$ cat config.mk
export PLATFORM = sky130hd
export DESIGN_NAME = acc_ctrl
export DESIGN_NICKNAME = d
export VERILOG_FILES = /design/src/rtl/acc_pkg.sv /design/src/rtl/acc_vec_add.sv /design/src/rtl/acc_ctrl.sv
export SDC_FILE = /design/constraint.sdc
export NUM_CORES = 2
export LEC_CHECK = 0
export BUFFER_PORTS_ARGS = -buffer_cell sky130_fd_sc_hd__buf_2
export CAP_MARGIN = 40
export CORE_AREA = 2 2 610 612
export CTS_CLUSTER_DIAMETER = 60
export CTS_CLUSTER_SIZE = 14
export DETAILED_ROUTE_END_ITERATION = 7
export DIE_AREA = 0 0 612 614
export GPL_TIMING_DRIVEN = 0
export PLACE_DENSITY = 0.36
export SLEW_MARGIN = 40
export SYNTH_ARGS = -nofsm -noshare
export SYNTH_HDL_FRONTEND = slang
export SYNTH_SLANG_ARGS = --single-unit
$ cat constraint.sdc
create_clock -name i_clk -period 8.9 [get_ports i_clk]
set_input_delay 0.445 -clock i_clk [delete_from_list [all_inputs] [get_ports i_clk]]
set_output_delay 0.445 -clock i_clk [all_outputs]
set_load 0.02 [all_outputs]
$ cat src/rtl/acc_pkg.sv
// Shared types and lane constants for the accumulator sequencer.
// Lane width is fixed here; the vector width of acc_ctrl derives from it.
package acc_pkg;

    localparam int ELEM_WIDTH = 24;
    localparam int LANES      = 16;

    localparam logic [ELEM_WIDTH-1:0] SAT_MAX = {1'b0, {(ELEM_WIDTH-1){1'b1}}};
    localparam logic [ELEM_WIDTH-1:0] SAT_MIN = {1'b1, {(ELEM_WIDTH-1){1'b0}}};

    typedef enum logic [1:0] {
        S_ACC   = 2'd0,
        S_FLUSH = 2'd1,
        S_DRAIN = 2'd2
    } acc_state_e;

    // One extra sum bit exposes overflow: the top two bits differ exactly when the lane wrapped.
    function automatic logic [ELEM_WIDTH-1:0] sat_add_lane(
        input logic [ELEM_WIDTH-1:0] a,
        input logic [ELEM_WIDTH-1:0] b
    );
        logic [ELEM_WIDTH:0] sum;
        sum = {a[ELEM_WIDTH-1], a} + {b[ELEM_WIDTH-1], b};
        if (sum[ELEM_WIDTH] != sum[ELEM_WIDTH-1]) begin
            if (sum[ELEM_WIDTH]) begin
                sat_add_lane = SAT_MIN;
            end else begin
                sat_add_lane = SAT_MAX;
            end
        end else begin
            sat_add_lane = sum[ELEM_WIDTH-1:0];
        end
    endfunction

endpackage

$ cat src/rtl/acc_vec_add.sv
// Lane-wise signed saturating vector adder; bypass passes the partial sum
// through unchanged so a first contribution overwrites the entry.
module acc_vec_add
    import acc_pkg::*;
(
    input  logic [LANES*ELEM_WIDTH-1:0] ps_vec,
    input  logic [LANES*ELEM_WIDTH-1:0] old_vec,
    input  logic                        bypass,
    output logic [LANES*ELEM_WIDTH-1:0] sum_vec
);

    // Per-lane add or pass-through
    always_comb begin
        sum_vec = '0;
        for (int i = 0; i < LANES; i++) begin
            if (bypass) begin
                sum_vec[i*ELEM_WIDTH +: ELEM_WIDTH] = ps_vec[i*ELEM_WIDTH +: ELEM_WIDTH];
            end else begin
                sum_vec[i*ELEM_WIDTH +: ELEM_WIDTH] =
                    sat_add_lane(ps_vec[i*ELEM_WIDTH +: ELEM_WIDTH],
                                 old_vec[i*ELEM_WIDTH +: ELEM_WIDTH]);
            end
        end
    end

endmodule

$ cat src/rtl/acc_ctrl.sv
// Accumulator port owner: pipelined read-modify-write of partial sums and
// ranged drain to the downstream stream port with optional clear-on-read.
module acc_ctrl
    import acc_pkg::*;
#(
    parameter int VEC_WIDTH  = LANES * ELEM_WIDTH,
    parameter int ENTRY_NUM  = 16,
    parameter int ADDR_WIDTH = $clog2(ENTRY_NUM)
) (
    input  logic                  i_clk,
    input  logic                  i_rst_n,
    input  logic                  i_ps_valid,
    output logic                  o_ps_ready,
    input  logic [VEC_WIDTH-1:0]  i_ps_data,
    input  logic [ADDR_WIDTH-1:0] i_ps_addr,
    input  logic                  i_ps_first,
    input  logic                  i_drain_start,
    input  logic [ADDR_WIDTH-1:0] i_drain_base,
    input  logic [ADDR_WIDTH:0]   i_drain_len,
    input  logic                  i_drain_clear,
    output logic                  o_busy,
    output logic                  o_out_valid,
    input  logic                  i_out_ready,
    output logic [VEC_WIDTH-1:0]  o_out_data,
    output logic [ADDR_WIDTH-1:0] o_out_addr,
    output logic                  o_drain_done,
    output logic                  o_acc_we,
    output logic [ADDR_WIDTH-1:0] o_acc_addr_wr,
    output logic [VEC_WIDTH-1:0]  o_acc_data_wr,
    output logic [ADDR_WIDTH-1:0] o_acc_addr_rd,
    input  logic [VEC_WIDTH-1:0]  i_acc_data_rd
);

    acc_state_e            state_r;
    acc_state_e            next_state_s;

    logic                  s1_valid_r;
    logic [ADDR_WIDTH-1:0] s1_addr_r;
    logic [VEC_WIDTH-1:0]  s1_data_r;

    logic [ADDR_WIDTH-1:0] base_r;
    logic [ADDR_WIDTH:0]   len_r;
    logic [ADDR_WIDTH:0]   cnt_r;
    logic                  clear_r;

    logic                  busy_r;
    logic                  done_r;
    logic                  out_valid_r;
    logic [VEC_WIDTH-1:0]  out_data_r;
    logic [ADDR_WIDTH-1:0] out_addr_r;

    logic                  ps_ready_s;
    logic                  accept_s;
    logic                  start_s;
    logic                  finish_s;
    logic                  load_s;
    logic [ADDR_WIDTH-1:0] cur_addr_s;
    logic [VEC_WIDTH-1:0]  old_vec_s;
    logic [VEC_WIDTH-1:0]  sum_vec_s;

    logic                  acc_we_s;
    logic [ADDR_WIDTH-1:0] acc_addr_wr_s;
    logic [VEC_WIDTH-1:0]  acc_data_wr_s;
    logic [ADDR_WIDTH-1:0] acc_addr_rd_s;

    // Entry count is a power of two, so truncation gives the wrap past the last entry.
    assign cur_addr_s = base_r + cnt_r[ADDR_WIDTH-1:0];
    assign accept_s   = ps_ready_s & i_ps_valid;

    // State register
    always_ff @(posedge i_clk) begin
        if (!i_rst_n) begin
            state_r <= S_ACC;
        end else begin
            state_r <= next_state_s;
        end
    end

    // Next-state logic and per-cycle control strobes
    always_comb begin
        next_state_s = state_r;
        ps_ready_s   = 1'b0;
        start_s      = 1'b0;
        finish_s     = 1'b0;
        load_s       = 1'b0;
        case (state_r)
            S_ACC: begin
                ps_ready_s = 1'b1;
                if (i_drain_start) begin
                    start_s      = 1'b1;
                    next_state_s = S_FLUSH;
                end else begin
                    next_state_s = S_ACC;
                end
            end
            S_FLUSH: begin
                if (s1_valid_r) begin
                    next_state_s = S_FLUSH;
                end else if (len_r == '0) begin
                    finish_s     = 1'b1;
                    next_state_s = S_ACC;
                end else begin
                    next_state_s = S_DRAIN;
                end
            end
            S_DRAIN: begin
                if (cnt_r < len_r) begin
                    load_s       = !out_valid_r || i_out_ready;
                    next_state_s = S_DRAIN;
                end else if (!out_valid_r || i_out_ready) begin
                    finish_s     = 1'b1;
                    next_state_s = S_ACC;
                end else begin
                    next_state_s = S_DRAIN;
                end
            end
            default: begin
                next_state_s = S_ACC;
            end
        endcase
    end

    // Forward the in-flight stage-1 result when it targets the entry being read
    always_comb begin
        if (s1_valid_r && (s1_addr_r == i_ps_addr)) begin
            old_vec_s = s1_data_r;
        end else begin
            old_vec_s = i_acc_data_rd;
        end
    end

    acc_vec_add u_vec_add (
        .ps_vec  (i_ps_data),
        .old_vec (old_vec_s),
        .bypass  (i_ps_first),
        .sum_vec (sum_vec_s)
    );

    // Stage-1 pipeline register feeding the write port
    always_ff @(posedge i_clk) begin
        if (!i_rst_n) begin
            s1_valid_r <= 1'b0;
            s1_addr_r  <= '0;
            s1_data_r  <= '0;
        end else begin
            s1_valid_r <= accept_s;
            if (accept_s) begin
                s1_addr_r <= i_ps_addr;
                s1_data_r <= sum_vec_s;
            end
        end
    end

    // Accumulator port ownership: stage-1 writes outside drain, clear writes inside it
    always_comb begin
        acc_addr_rd_s = i_ps_addr;
        acc_we_s      = 1'b0;
        acc_addr_wr_s = '0;
        acc_data_wr_s = '0;
        if (state_r == S_DRAIN) begin
            acc_addr_rd_s = cur_addr_s;
            acc_we_s      = load_s & clear_r;
            acc_addr_wr_s = cur_addr_s;
            acc_data_wr_s = '0;
        end else begin
            acc_addr_rd_s = i_ps_addr;
            acc_we_s      = s1_valid_r;
            acc_addr_wr_s = s1_addr_r;
            acc_data_wr_s = s1_data_r;
        end
    end

    // Drain command latch, beat counter and stream output registers
    always_ff @(posedge i_clk) begin
        if (!i_rst_n) begin
            base_r      <= '0;
            len_r       <= '0;
            clear_r     <= 1'b0;
            cnt_r       <= '0;
            busy_r      <= 1'b0;
            done_r      <= 1'b0;
            out_valid_r <= 1'b0;
            out_data_r  <= '0;
            out_addr_r  <= '0;
        end else begin
            done_r <= finish_s;
            if (start_s) begin
                base_r  <= i_drain_base;
                len_r   <= i_drain_len;
                clear_r <= i_drain_clear;
                cnt_r   <= '0;
                busy_r  <= 1'b1;
            end else if (finish_s) begin
                busy_r <= 1'b0;
            end
            if (load_s) begin
                cnt_r       <= cnt_r + {{ADDR_WIDTH{1'b0}}, 1'b1};
                out_valid_r <= 1'b1;
                out_data_r  <= i_acc_data_rd;
                out_addr_r  <= cur_addr_s;
            end else if (out_valid_r && i_out_ready) begin
                out_valid_r <= 1'b0;
            end
        end
    end

    assign o_ps_ready    = ps_ready_s;
    assign o_busy        = busy_r;
    assign o_drain_done  = done_r;
    assign o_out_valid   = out_valid_r;
    assign o_out_data    = out_data_r;
    assign o_out_addr    = out_addr_r;
    assign o_acc_we      = acc_we_s;
    assign o_acc_addr_wr = acc_addr_wr_s;
    assign o_acc_data_wr = acc_data_wr_s;
    assign o_acc_addr_rd = acc_addr_rd_s;

endmodule

Word level (Yosys, flattened, before mapping)
Cells that the tools add are included.
- bits in registers: 797
- bits of input ports: 788
- logic and storage cells: 137
- $add $sub $neg: 18
- magnitude comparators: 1
- equal/unequal tests: 19
- muxes and demuxes: 75
- bitwise logic cells: 2
- reductions and logical operators: 9
- operators with widths (kind ; count):
    24-bit two-way mux ; 48
    384-bit two-way mux ; 2
    24-bit by 24-bit adder with 25-bit output ; 16
    1-bit inequality test ; 16
    1-bit two-way mux ; 15
    5-bit two-way mux ; 2
    2-bit two-way mux ; 4
    4-bit two-way mux ; 2
    2-bit case mux with 3 select lines ; 1
    2-bit nonzero test ; 3
    5-bit by 1-bit adder with 5-bit output, second input constant ; 1
    5-bit logical NOT ; 1
    5-bit < comparator ; 1
    4-bit adder ; 1
    4-bit equality test ; 1
    1-bit bitwise AND ; 2
    2-bit by 1-bit equality test with 1-bit output, second input constant ; 1
    2-bit equality test, second input constant ; 1
    1-bit logical AND ; 2
    2-bit logical NOT ; 1
    1-bit case mux with 2 select lines ; 1
    1-bit logical NOT ; 1
    1-bit logical OR ; 1

Longest topological paths before layout
- depth in word-level cells: 7
- gate-level depth with buffers: 20

Modules after synthesis
Synthesis repeated with hierarchy kept, for this count alone.
- cell total of the unflattened synthesis: 8150
- area total of the unflattened synthesis: 60344.1 um^2
- modules (own cells, without submodules) (module ; times used ; cells an instance ; area each (um^2) ; sequential area each (um^2)):
    acc_ctrl ; 1 ; 4383 ; 34769.6 ; 15955.3
    acc_vec_add ; 1 ; 3767 ; 25574.5 ; 0.0

Least setup slack after synthesis
Ideal clock, no wire load.
- path kind: input port to flip-flop
- from: input port i_ps_addr[3]
- to: register s1_data_r[69]
- arrival time: 5.107 ns
- required time: 8.778 ns
- path slack: 3.671 ns
- cell stages on the path: 18
- cell sequence: xnor2_1 > nand3_1 > nor3_1 > clkbuf_1 > clkbuf_1 > mux2_2 > ha_1 > fa_1 > a211oi_1 > o21bai_1 > a221o_1 > a21oi_2 > o41ai_1 > a221o_1 > a311o_1 > a311o_1 > nor2b_1 > a221o_1
- cells in the longest elaborated chain, start to end: 7
- elaborated cells on any way between the ends: 8
- classes of those cells: add/sub (1); eq/ne (2); mux (4); reduce/logical (1)
- ends and longest elaborated chain (element ; RTL line ; source):
    start: declaration ; acc_ctrl.sv:15 ; input logic [ADDR_WIDTH-1:0] i_ps_addr,
    4-bit equality test * ; acc_ctrl.sv:125 ; if (s1_valid_r && (s1_addr_r == i_ps_addr)) begin
    1-bit logical AND * ; acc_ctrl.sv:125 ;
    384-bit two-way mux * ; acc_ctrl.sv:125 ;
    24-bit by 24-bit adder with 25-bit output * ; acc_pkg.sv:23 ; sum = {a[ELEM_WIDTH-1], a} + {b[ELEM_WIDTH-1], b};
    24-bit two-way mux or 1-bit inequality test (tied branches) ; acc_pkg.sv:25, acc_pkg.sv:24 ;
    24-bit two-way mux * ; acc_pkg.sv:24 ; if (sum[ELEM_WIDTH] != sum[ELEM_WIDTH-1]) begin
    24-bit two-way mux * ; acc_vec_add.sv:16 ; if (bypass) begin
    end signal: assignment ; acc_ctrl.sv:149 ; s1_data_r <= sum_vec_s;
    end: declaration ; acc_ctrl.sv:39 ; logic [VEC_WIDTH-1:0] s1_data_r;
Mark *: on every way between the ends. The rest lies on a longest branch, timed or not.
A chain may end at the register's enable or synchronous reset.

Worst setup path in the final report
- from: register s1_addr_r[2]
- to: register s1_data_r[21]
- cells in the longest elaborated chain, start to end: 7
- elaborated cells on any way between the ends: 8
- classes of those cells: add/sub (1); eq/ne (2); mux (4); reduce/logical (1)
- ends and longest elaborated chain (element ; RTL line ; source):
    start: declaration ; acc_ctrl.sv:38 ; logic [ADDR_WIDTH-1:0] s1_addr_r;
    start signal: assignment ; acc_ctrl.sv:148 ; s1_addr_r <= i_ps_addr;
    4-bit equality test * ; acc_ctrl.sv:125 ;
    1-bit logical AND * ; acc_ctrl.sv:125 ;
    384-bit two-way mux * ; acc_ctrl.sv:125 ;
    24-bit by 24-bit adder with 25-bit output * ; acc_pkg.sv:23 ;
    24-bit two-way mux or 1-bit inequality test (tied branches) ; acc_pkg.sv:25, acc_pkg.sv:24 ;
    24-bit two-way mux * ; acc_pkg.sv:24 ;
    24-bit two-way mux * ; acc_vec_add.sv:16 ;
Marked as above.

==> impl_metrics.toml <==
[run_status]
status = "completed"

[logic_synthesis]
synth-async-reset-ratio_pct = 0
synth_warnings = 0
muxShareOfSynthArea_pct = 7.89
synth_area_um2 = 56300
synth_nets = 8565
synth_compound_area_share_pct = 26.1
synth_area_per_cell_um2 = 7.64
synth_edf_count = 0
ys_seq_area_share_pct = 28.3
ys_ff_latch = 797
synth_ff_type = "dfxtp_1"
synth_cell_types = 82
synth_simple_gate_area_share_pct = 19.5
synthAdderAreaFrac_pct = 9.55
syn_inst = 7364
synthXorXnorAreaFrac_pct = 5.06
synth_top_family_by_area = "compound AO/OA/AOI/OAI gates"

[floorplanning]
row_count = 224
die_y_um = 614
die_width_um = 612
die-area_um2 = 376000
io_pins = 1573
initial_utilization_pct = 15.2
core-area_um2 = 370000

[sta]
finalHoldViolations = 0
final.min_clock_period_ns = 7.08
max_freq_mhz = 141
layout_setup_ws_ns = 1.82
setup_violations = 0
rsz0062_at_grt = "no"
max_slew_margin_pct = 39.6
final.setup_skew_ns = 0.0687
whs_ns = 0.108
maxSlewViolCount = 0
fin_crit_sh_pct = 79.6
tightest_slew_ns = 0.898

[cts]
cts_resized = 0
path_clk_slew_ns = 0.05
cts_sinks = 797
ctsHoldBuffers = 766
insertion_delay_ns = 0.88
post-cts-setup-buffers = 0
clk_path_buf_depth = 4
cts_tree = "done"
numCtsBuffers = 163
cts_max_level = 4
root_buffer = "clkbuf_16"

[power_and_ir_drop]
p_switching_mw = 5.82
p_clk_share_pct = 43.8
seqPwrFrac_pct = 26.0
p_sw_share_pct = 37.7
max-vdd-ir-drop_mv = 0.131
p_int_mw = 9.60
powerDensity_nw_per_um2 = 179
cellLeakagePower_nw = 36.3
p_comb_share_pct = 30.2

[global_route]
grt_overflow = 0
grt_max_degree = 15
grt.total_usage_pct = 24.0
antenna_found_initial = 160
grt_pass1_vias = 66700
grt_pass1_wl_mm = 614

[detailed_routing]
via_count = 67900
drt-total-wl_mm = 474
drtIter0Drc = 4598
wl_per_cell_um = 31.3
vias_per_cell = 4.49
ant_nets = 0
dr.pass1.iters = 5
drc_errors = 0

[final_layout]
syn_to_final_growth_pct = 52.7
stdcell_count = 15100
final_common_cell = "buf_2"
fillerInstances = 41800
final_cell_mix = "buf_2, nand2_1, a21oi_1"
finalNetCount = 11100
drive_gt1_share_pct = 24.9
postLayoutCellArea_um2 = 86000

[placement]
dpl_worst_slack_ns = 1.21
place_area_um2 = 72300
dpl.cell_count = 14000
place.gp.congestion = 0.972
io_buffers = 1571
dp_hpwl_mm = 402

[critical_path]
slowest_delay_ns = 0.63
crit_path_max_fanout = 10
critPathKind = "reg -> reg"
cp_cell_sequence = "xnor2_1 -> nand3_1 -> nor3_2 -> buf_4 -> clkbuf_1 -> clkbuf_4 -> mux2_2 -> ha_1 -> a211oi_1 -> o21ai_1 -> o311a_1 -> o21ai_1 -> o21ai_1 -> a41oi_1 -> nand3b_1 -> o21a_1 -> clkbuf_1 -> a21oi_1 -> o21ai_0"
cp.required_ns = 9.67
start_kind = "flip-flop"
worstSetupEndpointType = "flip-flop"
cp_slowest_cell = "clkbuf_1"
cp_common_cell = "o21ai_1"
critical_path_arrival_ns = 7.86

[run]
cap_viol_max_count = 0

[min_path]
hold_class = "in -> reg"
-- critical path: cells and delay by family, from the launching register on --
family	cells	cell delay (ns)
compound gates	9	3.03
simple gates	3	0.75
mux	1	0.42
buf+inv	4	1.96
xor+xnor	1	0.19
fa+ha+maj	1	0.30
flops	1	0.33
-- through the flow --
step | utilization [%] | setup TNS (ns) | total power, mW
floorplan | - | 0 | 6.40
detailed placement | 19.5 | 0 | 8.41
global route | 23.2 | 0 | 16.1
CTS | 23.2 | 0 | 15.6
global placement | 19.0 | -137.00 | 8.35
finish | 23.2 | 0 | 15.4
-- power by group through the flow --
stage               Combinational, mW  Clock [mW]  Sequential, mW
global route                     5.00        7.04            4.04
detailed placement               4.33           0            4.08
floorplan                        2.38           0            4.01
global placement                 4.27           0            4.09
CTS                              4.68        6.94            4.01
finish                           4.65        6.75            4.02
-- cells in the mapped netlist, drive strengths merged, types with 15 or more instances --
cell,instances,area (µm²)
nand3,81,405
nor2b,420,2630
nand2,1365,5120
inv,93,349
and3,38,238
o31ai,21,163
or3,66,413
buf,17,72.6
a211oi,60,450
a21boi,33,248
nand4,23,144
a31oi,46,288
o21ai,775,3880
and2,26,163
dfxtp,797,16000
a221oi,84,742
xor2,120,1050
o211ai,43,323
ha,396,4950
xnor2,205,1800
or2,15,93.8
mux2,388,4370
clkbuf,433,1630
o21bai,47,353
nor3,105,526
a21o,192,1440
nor2,162,611
fa,17,340
o21a,71,533
a21oi,960,4810
nand2b,51,319
-- per-layer routing --
| layer | vias to the layer above | global-route usage [%] | wire length [µm] |
|---|---|---|---|
| li1 | 31600 | - | - |
| met1 | 33100 | 28.5 | 192000 |
| met2 | 2441 | 41.4 | 227000 |
| met3 | 727 | 5.18 | 29200 |
| met4 | 58 | 10.8 | 24400 |
| met5 | - | 0 | 344 |
-- logic make-up after synthesis --
family	Yosys count
buffers and inverters	544
adder cells (fa/ha/maj)	421
multiplexers	395
AO/OA/AOI/OAI	2494
XOR/XNOR	325
flip-flops	797
AND/OR/NAND/NOR	2388
-- path summary, 6_finish.rpt --
path                   startpoint              end  slack [ns]  depth (start not counted)
hold / removal     i_ps_data[332]   s1_data_r[332]        0.11                          4
setup reg to reg     s1_addr_r[2]    s1_data_r[21]        1.82                         19
setup / recovery     s1_addr_r[2]    s1_data_r[21]        1.82                         19
hold reg to reg   o_out_data[323]  o_out_data[323]        0.45                          2
-- layout make-up --
cell class | instances | area (µm²) | share of cell area [%]
diodes | 86 | 215 | 0.250
plain buffers | 450 | 2020 | 2.35
clock buffers | 187 | 4340 | 5.05
clock inverters | 108 | 1390 | 1.62
inverters | 94 | 354 | 0.412
multi-input cells | 6023 | 38400 | 44.6
flip-flops and latches | 797 | 16000 | 18.6
well taps | 4972 | 6220 | 7.24
repair buffers | 2403 | 17100 | 19.9
-- registers in the layout (all words and copies together), names as in the netlist --
register      flops
o_out_data      384
s1_data_r       384
cnt_r             5
len_r             5
base_r            4
o_out_addr        4
s1_addr_r         4
state_r           2
clear_r           1
o_busy            1
o_drain_done      1
o_out_valid       1
s1_valid_r        1
Note: power is estimated with default switching activity, not from simulation.
